[src/rtl/led_cmd_receiver_pkg.sv]
// ----------------------------------------------------------------------------
// led_cmd_receiver_pkg
// Shared definitions for the LED controller command path: instruction
// encodings, error codes, receiver FSM state encodings and default frame
// geometry. Also consumed by the downstream LED state register.
// ----------------------------------------------------------------------------
package led_cmd_receiver_pkg;

    // Default frame geometry
    localparam int NBITS_DEF   = 8;
    localparam int INSTR_W_DEF = 3;
    localparam int ADDR_W_DEF  = 5;
    localparam int NLEDS_DEF   = 25;

    // Instruction encodings (values above INSTR_PAT are rejected)
    localparam logic [2:0] INSTR_OFF = 3'd0;
    localparam logic [2:0] INSTR_ON  = 3'd1;
    localparam logic [2:0] INSTR_PAT = 3'd2;

    // ERR_CODE encodings
    localparam logic [1:0] ERR_TIMEOUT = 2'b00;
    localparam logic [1:0] ERR_SHORT   = 2'b01;
    localparam logic [1:0] ERR_OVERRUN = 2'b10;
    localparam logic [1:0] ERR_FIELD   = 2'b11;

    // Receiver FSM states
    localparam logic [1:0] ST_IDLE = 2'd0;  // no bits received
    localparam logic [1:0] ST_RECV = 2'd1;  // 1..NBITS-1 bits received
    localparam logic [1:0] ST_FULL = 2'd2;  // exactly NBITS bits received
    localparam logic [1:0] ST_OVER = 2'd3;  // more than NBITS bits received

endpackage

[src/rtl/led_cmd_receiver_sync.sv]
// ----------------------------------------------------------------------------
// sync_edge
// Brings one asynchronous pin into the CLK domain through a STAGES-deep
// flop chain and provides a registered rising-edge pulse.
// Ports:
//   CLK    in   system clock
//   RESET  in   synchronous, active-low reset
//   din    in   asynchronous input pin
//   level  out  synchronized level (last chain stage)
//   rise   out  one-CLK pulse, registered, one cycle after level rises
// ----------------------------------------------------------------------------
module sync_edge #(
    parameter int STAGES = 2
) (
    input  logic CLK,
    input  logic RESET,
    input  logic din,
    output logic level,
    output logic rise
);

    logic [STAGES-1:0] sync_q;
    logic              level_d;

    always_ff @(posedge CLK) begin
        if (!RESET) begin
            sync_q  <= '0;
            level_d <= 1'b0;
            rise    <= 1'b0;
        end else begin
            // NOTE: non-blocking assignments make every stage capture the
            // previous stage's old value, so the chain really is STAGES deep.
            sync_q  <= {sync_q[STAGES-2:0], din};
            level_d <= sync_q[STAGES-1];
            rise    <= sync_q[STAGES-1] & ~level_d;
        end
    end

    assign level = sync_q[STAGES-1];

endmodule

[src/rtl/led_cmd_receiver.sv]
// ----------------------------------------------------------------------------
// led_cmd_receiver
// Oversamples the MCU serial link (SCLK/SDATA/LATCH) on CLK, deserializes
// MSB-first frames, validates them on the LATCH rising edge and emits
// one-cycle command or error strobes.
// Ports:
//   CLK        in   system clock
//   RESET      in   synchronous, active-low reset
//   SCLK       in   async serial clock; data taken on its rising edge
//   SDATA      in   async serial data, MSB first
//   LATCH      in   async frame-end strobe; rising edge commits the frame
//   CMD_VALID  out  one-CLK pulse, CMD_INSTR/CMD_ADDR carry a new command
//   CMD_INSTR  out  instruction of the last valid command
//   CMD_ADDR   out  LED index of the last valid command
//   CMD_ERR    out  one-CLK pulse, frame rejected
//   ERR_CODE   out  cause of the last rejection
// ----------------------------------------------------------------------------
module led_cmd_receiver
    import led_cmd_receiver_pkg::*;
#(
    parameter int NBITS       = NBITS_DEF,
    parameter int INSTR_W     = INSTR_W_DEF,
    parameter int ADDR_W      = ADDR_W_DEF,
    parameter int NLEDS       = NLEDS_DEF,
    parameter int SYNC_STAGES = 2,
    parameter int TIMEOUT     = 4096
) (
    input  logic               CLK,
    input  logic               RESET,
    input  logic               SCLK,
    input  logic               SDATA,
    input  logic               LATCH,
    output logic               CMD_VALID,
    output logic [INSTR_W-1:0] CMD_INSTR,
    output logic [ADDR_W-1:0]  CMD_ADDR,
    output logic               CMD_ERR,
    output logic [1:0]         ERR_CODE
);

    localparam int CW = $clog2(NBITS + 2);
    localparam int TW = $clog2(TIMEOUT);

    logic sclk_sync, sclk_rise;
    logic latch_sync, latch_rise;
    logic sdata_sync, sdata_rise;

    sync_edge #(.STAGES(SYNC_STAGES)) u_sclk (
        .CLK   (CLK),
        .RESET (RESET),
        .din   (SCLK),
        .level (sclk_sync),
        .rise  (sclk_rise)
    );

    sync_edge #(.STAGES(SYNC_STAGES)) u_latch (
        .CLK   (CLK),
        .RESET (RESET),
        .din   (LATCH),
        .level (latch_sync),
        .rise  (latch_rise)
    );

    sync_edge #(.STAGES(SYNC_STAGES)) u_sdata (
        .CLK   (CLK),
        .RESET (RESET),
        .din   (SDATA),
        .level (sdata_sync),
        .rise  (sdata_rise)
    );

    // Only the SCLK edge and the SDATA level are used.
    logic unused_sync;
    assign unused_sync = &{1'b0, sclk_sync, sdata_rise};

    logic [1:0]       state, state_next;
    logic [CW-1:0]    bitcnt;
    logic [NBITS-1:0] shreg;
    logic [TW-1:0]    tcnt;

    // A held LATCH freezes the shifter; a coincident LATCH edge drops the bit.
    logic shift_en;
    assign shift_en = sclk_rise & ~latch_sync & ~latch_rise;

    logic [INSTR_W-1:0] f_instr;
    logic [ADDR_W-1:0]  f_addr;
    logic               frame_ok;
    logic               timeout_hit;

    assign f_instr  = shreg[NBITS-1:ADDR_W];
    assign f_addr   = shreg[ADDR_W-1:0];
    // Address compared one bit wider so NLEDS == 2**ADDR_W still works.
    assign frame_ok = (f_instr <= INSTR_W'(INSTR_PAT)) &&
                      ({1'b0, f_addr} < (ADDR_W + 1)'(NLEDS));

    assign timeout_hit = (state != ST_IDLE) && !shift_en &&
                         (tcnt == TW'(TIMEOUT - 1));

    always_comb begin
        // NOTE: default first so every path assigns state_next and no latch
        // is inferred.
        state_next = state;
        case (state)
            ST_IDLE: if (shift_en) state_next = ST_RECV;
            ST_RECV: if (shift_en && bitcnt == CW'(NBITS - 1)) state_next = ST_FULL;
            ST_FULL: if (shift_en) state_next = ST_OVER;
            default: state_next = ST_OVER;
        endcase
    end

    always_ff @(posedge CLK) begin
        if (!RESET) begin
            state     <= ST_IDLE;
            bitcnt    <= '0;
            shreg     <= '0;
            tcnt      <= '0;
            CMD_VALID <= 1'b0;
            CMD_ERR   <= 1'b0;
            CMD_INSTR <= '0;
            CMD_ADDR  <= '0;
            ERR_CODE  <= ERR_TIMEOUT;
        end else begin
            CMD_VALID <= 1'b0;
            CMD_ERR   <= 1'b0;

            if (latch_rise) begin
                // Judge the frame on the bits already counted, then rearm.
                case (state)
                    ST_FULL: begin
                        if (frame_ok) begin
                            CMD_VALID <= 1'b1;
                            CMD_INSTR <= f_instr;
                            CMD_ADDR  <= f_addr;
                        end else begin
                            CMD_ERR  <= 1'b1;
                            ERR_CODE <= ERR_FIELD;
                        end
                    end
                    ST_RECV: begin
                        CMD_ERR  <= 1'b1;
                        ERR_CODE <= ERR_SHORT;
                    end
                    ST_OVER: begin
                        CMD_ERR  <= 1'b1;
                        ERR_CODE <= ERR_OVERRUN;
                    end
                    default: ;  // LATCH with no bits: ignored
                endcase
                state  <= ST_IDLE;
                bitcnt <= '0;
                shreg  <= '0;
                tcnt   <= '0;
            end else if (timeout_hit) begin
                CMD_ERR  <= 1'b1;
                ERR_CODE <= ERR_TIMEOUT;
                state    <= ST_IDLE;
                bitcnt   <= '0;
                shreg    <= '0;
                tcnt     <= '0;
            end else begin
                state <= state_next;
                if (shift_en) begin
                    shreg <= {shreg[NBITS-2:0], sdata_sync};
                    if (bitcnt != CW'(NBITS + 1))
                        bitcnt <= bitcnt + CW'(1);
                end
                if (state == ST_IDLE || shift_en)
                    tcnt <= '0;
                else
                    tcnt <= tcnt + TW'(1);
            end
        end
    end

endmodule
[config.mk]
export PLATFORM = sky130hd
export DESIGN_NAME = led_cmd_receiver
export DESIGN_NICKNAME = d
export VERILOG_FILES = /design/src/rtl/led_cmd_receiver_pkg.sv /design/src/rtl/led_cmd_receiver_sync.sv /design/src/rtl/led_cmd_receiver.sv
export SDC_FILE = /design/constraint.sdc
export NUM_CORES = 1
export LEC_CHECK = 0
export ABC_CLOCK_PERIOD_IN_PS = 2900
export CAP_MARGIN = 25
export CORE_MARGIN = 1.5
export CORE_UTILIZATION = 45
export CTS_BUF_LIST = sky130_fd_sc_hd__clkbuf_8
export CTS_CLUSTER_SIZE = 12
export DETAILED_ROUTE_END_ITERATION = 10
export PLACE_DENSITY_LB_ADDON = 0.12
export SLEW_MARGIN = 20
export SYNTH_ARGS = -nofsm -noshare
export SYNTH_HDL_FRONTEND = slang
export SYNTH_SLANG_ARGS = --single-unit
[constraint.sdc]
create_clock -name CLK -period 2.9 [get_ports CLK]
set_input_delay 0.725 -clock CLK [delete_from_list [all_inputs] [get_ports CLK]]
set_output_delay 0.725 -clock CLK [all_outputs]
set_load 0.005 [all_outputs]
==> results <==
- The run finished with clean final reports.
- The growth of design area from synthesis to finish is 15.9%.
- The initial antenna violation count is 0.
- The total net switching power is 0.000382 W.
- The initial utilization of the core area, before any placement, comes to 46.5%.
- The number of top-level pins is 17.
- The cell family contributing the most delay on the critical path is buffers and inverters.
- The mux contribution to synthesized area is 4.04%.
- The maximum fanout along the worst path is 2.
- The startpoint of the most critical register-to-register path is tcnt[0].
- Cells with a size suffix above 1 make up 15.3% of the layout.
- The clock insertion delay at the later pin of the skew report is 0.29 ns.
- The tree built by TritonCTS fans out to 48 sinks.
- The final worst clock skew is 0.00969 ns.
- In the final timing run, aggregate negative setup slack is 0 ns.
- The number of DRC markers after the initial detailed-route iteration is 30.
- A synthesized cell averages 9.95 sq um.
- The average wire per standard cell is 12.4 um.
- The number of port buffers is 16.
- The relative contribution of the clock network to total power is 34.7%.
- The maximum number of pins on one net before global-route repair is 15.
- The kind of end point of the critical path is an output pin.
- Summing the sequential cell areas from Yosys gives 47.8% of the chip area.
- The via count of the first global-routing pass is 1335.
- The detail route stage leaves a number of antenna-violating nets equal to 0.
- The worst slew margin relative to its limit is 63.7%.
- The power share of the combinational group is 17.0%.
- Net switching is 25.9% of the power.
- The slowest library cell on the worst path is clkdlybuf4s50_1.
- The beginning of the critical path is CMD_ADDR[4].
- Summing the areas of all compound-gate instances in the mapped netlist gives 9.71% of the synthesized area.
- After synthesis, the largest family of logic cells by area is simple AND/OR/NAND/NOR gates.
- Summed over all cells, the static leakage comes to 0.910 nW.
- Summing the areas of all fa, ha and maj instances in the mapped netlist gives 5.60% of the synthesized area.
- Cell internal power was estimated by the tool at 0.00109 W.
- Counting every net in the synthesized netlist gives 216.
- The number of buffers added for setup after CTS is 0.
- The worst path uses 64.6% of the clock period.
- The clock tree root buffer cell is clkbuf_8.
- The average via count per standard cell is 5.19.
- The remaining global-route overflow is 0.
- The sequential fraction of design power is 48.3%.
- Data arrives at the worst endpoint at 1.15 ns.
- The beginning of the worst hold path is u_latch.level_d.
- 0 antenna diodes ended up in the layout.
- The level count of the clock H-tree is 2.
- Traced cell by cell, the critical path runs through clkdlybuf4s50_1.
- Clock-pin slew was measured on the worst setup and hold paths at 0.09 ns.
- Subtracting the final worst setup slack from the clock period gives 1.87 ns.
- The count of vias placed by the detailed router is 1422.
- The tool flagged a number of max-cap violations equal to 0.
- Setup repair after global routing left no endpoint under its margin.
- TritonCTS built the clock tree.
- Across the VDD grid, the largest voltage drop is 0.308 mV.
- The final estimated routing congestion in global placement is 0.772.
- The share of the synthesized area in the top cell type is 47.8%.
- Counting distinct cell types in the post-synthesis netlist gives 40.
- Before antenna repair, the detailed router went through 4 iterations.
- The count of synthesis-stage warnings from yosys is 0.
- The die covers 4880 sq um.
- Synthesis produced a netlist whose cell count is 202.
- The library cell used most frequently in the layout, excluding fill and tap cells, is dfxtp_1.
- The critical path in this run is classified as reg2out.
- By area the synthesized netlist is led by dfxtp_1 48%, ha_1 5.6%, nand2_1 3.9%.
- The mapped netlist covers 2010 sq um.
- The wire length reported by the detailed router is 3.40 mm.
- The number of hold buffers added after cts is 0.
- The first global-routing pass estimated 6.03 mm of wire.
- The height of the die is 69.8 um.
- The deepest clock path buffer count is 2.
- The stage delay of the slowest cell on the critical path is 0.51 ns.
- The power density over the cells is 633 nW/um^2.
- Setup violations remaining at the end of the flow were counted as 0.
- The number of standard-cell rows in the floorplan is 24.
- The top cell types in the final layout, fill and taps aside, are 48 x dfxtp_1, 21 x nand2_1, 16 x nor2_1, 16 x clkdlybuf4s50_1, 15 x a21oi_1.
- Measured along the x axis, the die boundary spans 69.8 um.
- The worst setup path is launched from a flop.
- For the pin with the worst max-slew slack, the measured transition is 0.541 ns.
- The post-synthesis xor/xnor area fraction is 4.79%.
- The data required time of the critical path is 2.17 ns.
- Post-CTS repair changed the size of 0 cells.
- Summed over all instances, the cell type with the most area after synthesis is dfxtp_1.
- The synthesized design contains 48 register bits.
- Once detailed placement completed, the half-perimeter wirelength came to 2.43 mm.
- The core region is 4320 sq um.
- The max-slew violation count was 0.
- The simple logic cell fraction of the synthesized area is 24.3%.
- The smallest hold slack is 0.375 ns.
- The final-stage net count is 235.
- The global-route usage over all layers is 15.3%.
- The number of buffers added by the clock tree synthesis step is 5.
- Together, buffers and inverters on the worst path number 1.
- The final count of hold timing violations is 0.
- In this run the worst hold path is classified as reg2reg.
- The residual DRC count is 0.
- The highest achievable clock rate is 534 MHz.
[per-layer routing]
metal,vias up,GRT usage (%),part of all wire [%]
met5,-,0,0
met4,0,5.13,1.1
met3,4,4.36,3.4
met2,20,24.0,47
met1,679,20.4,49
li1,719,-,-
[synthesized netlist by cell type]
| cell | instances |
|---|---|
| dfxtp_1 | 48 |
| nand2_1 | 21 |
| nor2_1 | 16 |
| a21oi_1 | 15 |
| nor2_2 | 10 |
| ha_1 | 9 |
| and2_1 | 8 |
| inv_1 | 8 |
| mux2i_1 | 7 |
| xor2_1 | 7 |
| and3_1 | 4 |
| nand4_1 | 4 |
| xnor2_1 | 4 |
| buf_6 | 3 |
| nand3_1 | 3 |
| nor3_1 | 3 |
| o21ai_0 | 3 |
| a32o_1 | 2 |
| clkbuf_1 | 2 |
| nand4_2 | 2 |
| nor2b_1 | 2 |
| nor3_2 | 2 |
| o21ai_1 | 2 |
| a21boi_0 | 1 |
| a21o_2 | 1 |
| a31oi_1 | 1 |
| and4_1 | 1 |
| buf_2 | 1 |
| mux2_2 | 1 |
| nand2_4 | 1 |
| nand2b_1 | 1 |
| nand3_2 | 1 |
| nor3b_2 | 1 |
| nor4_4 | 1 |
| o311ai_0 | 1 |
| o311ai_2 | 1 |
| o41ai_4 | 1 |
| or3_1 | 1 |
| or3b_4 | 1 |
| or4_4 | 1 |
[cells by family after synthesis]
family,after synthesis
buf+inv,14
simple gates,84
xor+xnor,11
flops,48
fa+ha+maj,9
compound gates,28
mux,8
[flip-flops by register name, indices dropped and copies added, names as in the netlist, 2 cells and up]
register / count
CMD_ADDR: 5
CMD_INSTR: 3
ERR_CODE: 2
bitcnt: 4
shreg: 8
state: 2
tcnt: 12
u_latch.sync_q: 2
u_sclk.sync_q: 2
u_sdata.sync_q: 2
[power groups by stage]
| stage | Clock, W | Sequential (W) | Combinational, W |
|---|---|---|---|
| 2_1_floorplan | 0 | 0.000721 | 0.000214 |
| 3_3_place_gp | 0 | 0.000726 | 0.000242 |
| 3_5_place_dp | 0 | 0.000728 | 0.000251 |
| 4_1_cts | 0.000530 | 0.000713 | 0.000253 |
| 5_1_grt | 0.000553 | 0.000717 | 0.000286 |
| 6_report | 0.000512 | 0.000712 | 0.000250 |
[layout make-up]
| class | count | area (sq um) |
|---|---|---|
| clock buffer | 7 | 96.3 |
| clock inverter | 1 | 30.0 |
| fill | 406 | 1990 |
| inverter | 8 | 30.0 |
| multi-input combinational | 140 | 973 |
| sequential | 48 | 961 |
| tap | 52 | 65.1 |
| timing repair buffer | 18 | 175 |
[per-stage QoR]
stage	cell area [sq um]	total power, W	instances	worst slack [ns]	utilization (%)
detailed placement	2200	0.000980	266	0.833	51.0
finish	2330	0.00147	274	1.03	53.9
global placement	2200	0.000968	266	0.867	51.0
floorplan	2010	0.000935	202	1.32	-
CTS	2330	0.00150	274	1.01	53.9
global route	2330	0.00156	274	0.934	53.9
[path summary, 6_finish.rpt]
| check | slack, ns | to | cells after the start |
|---|---|---|---|
| worst max-delay path | 1.03 | CMD_ADDR[4] | 1 |
| worst min-delay path | 0.38 | u_latch.rise | 1 |
| worst max register to register | 1.09 | state[1] | 5 |
| worst min register to register | 0.38 | u_latch.rise | 1 |
(Power assumes the default switching activity.)
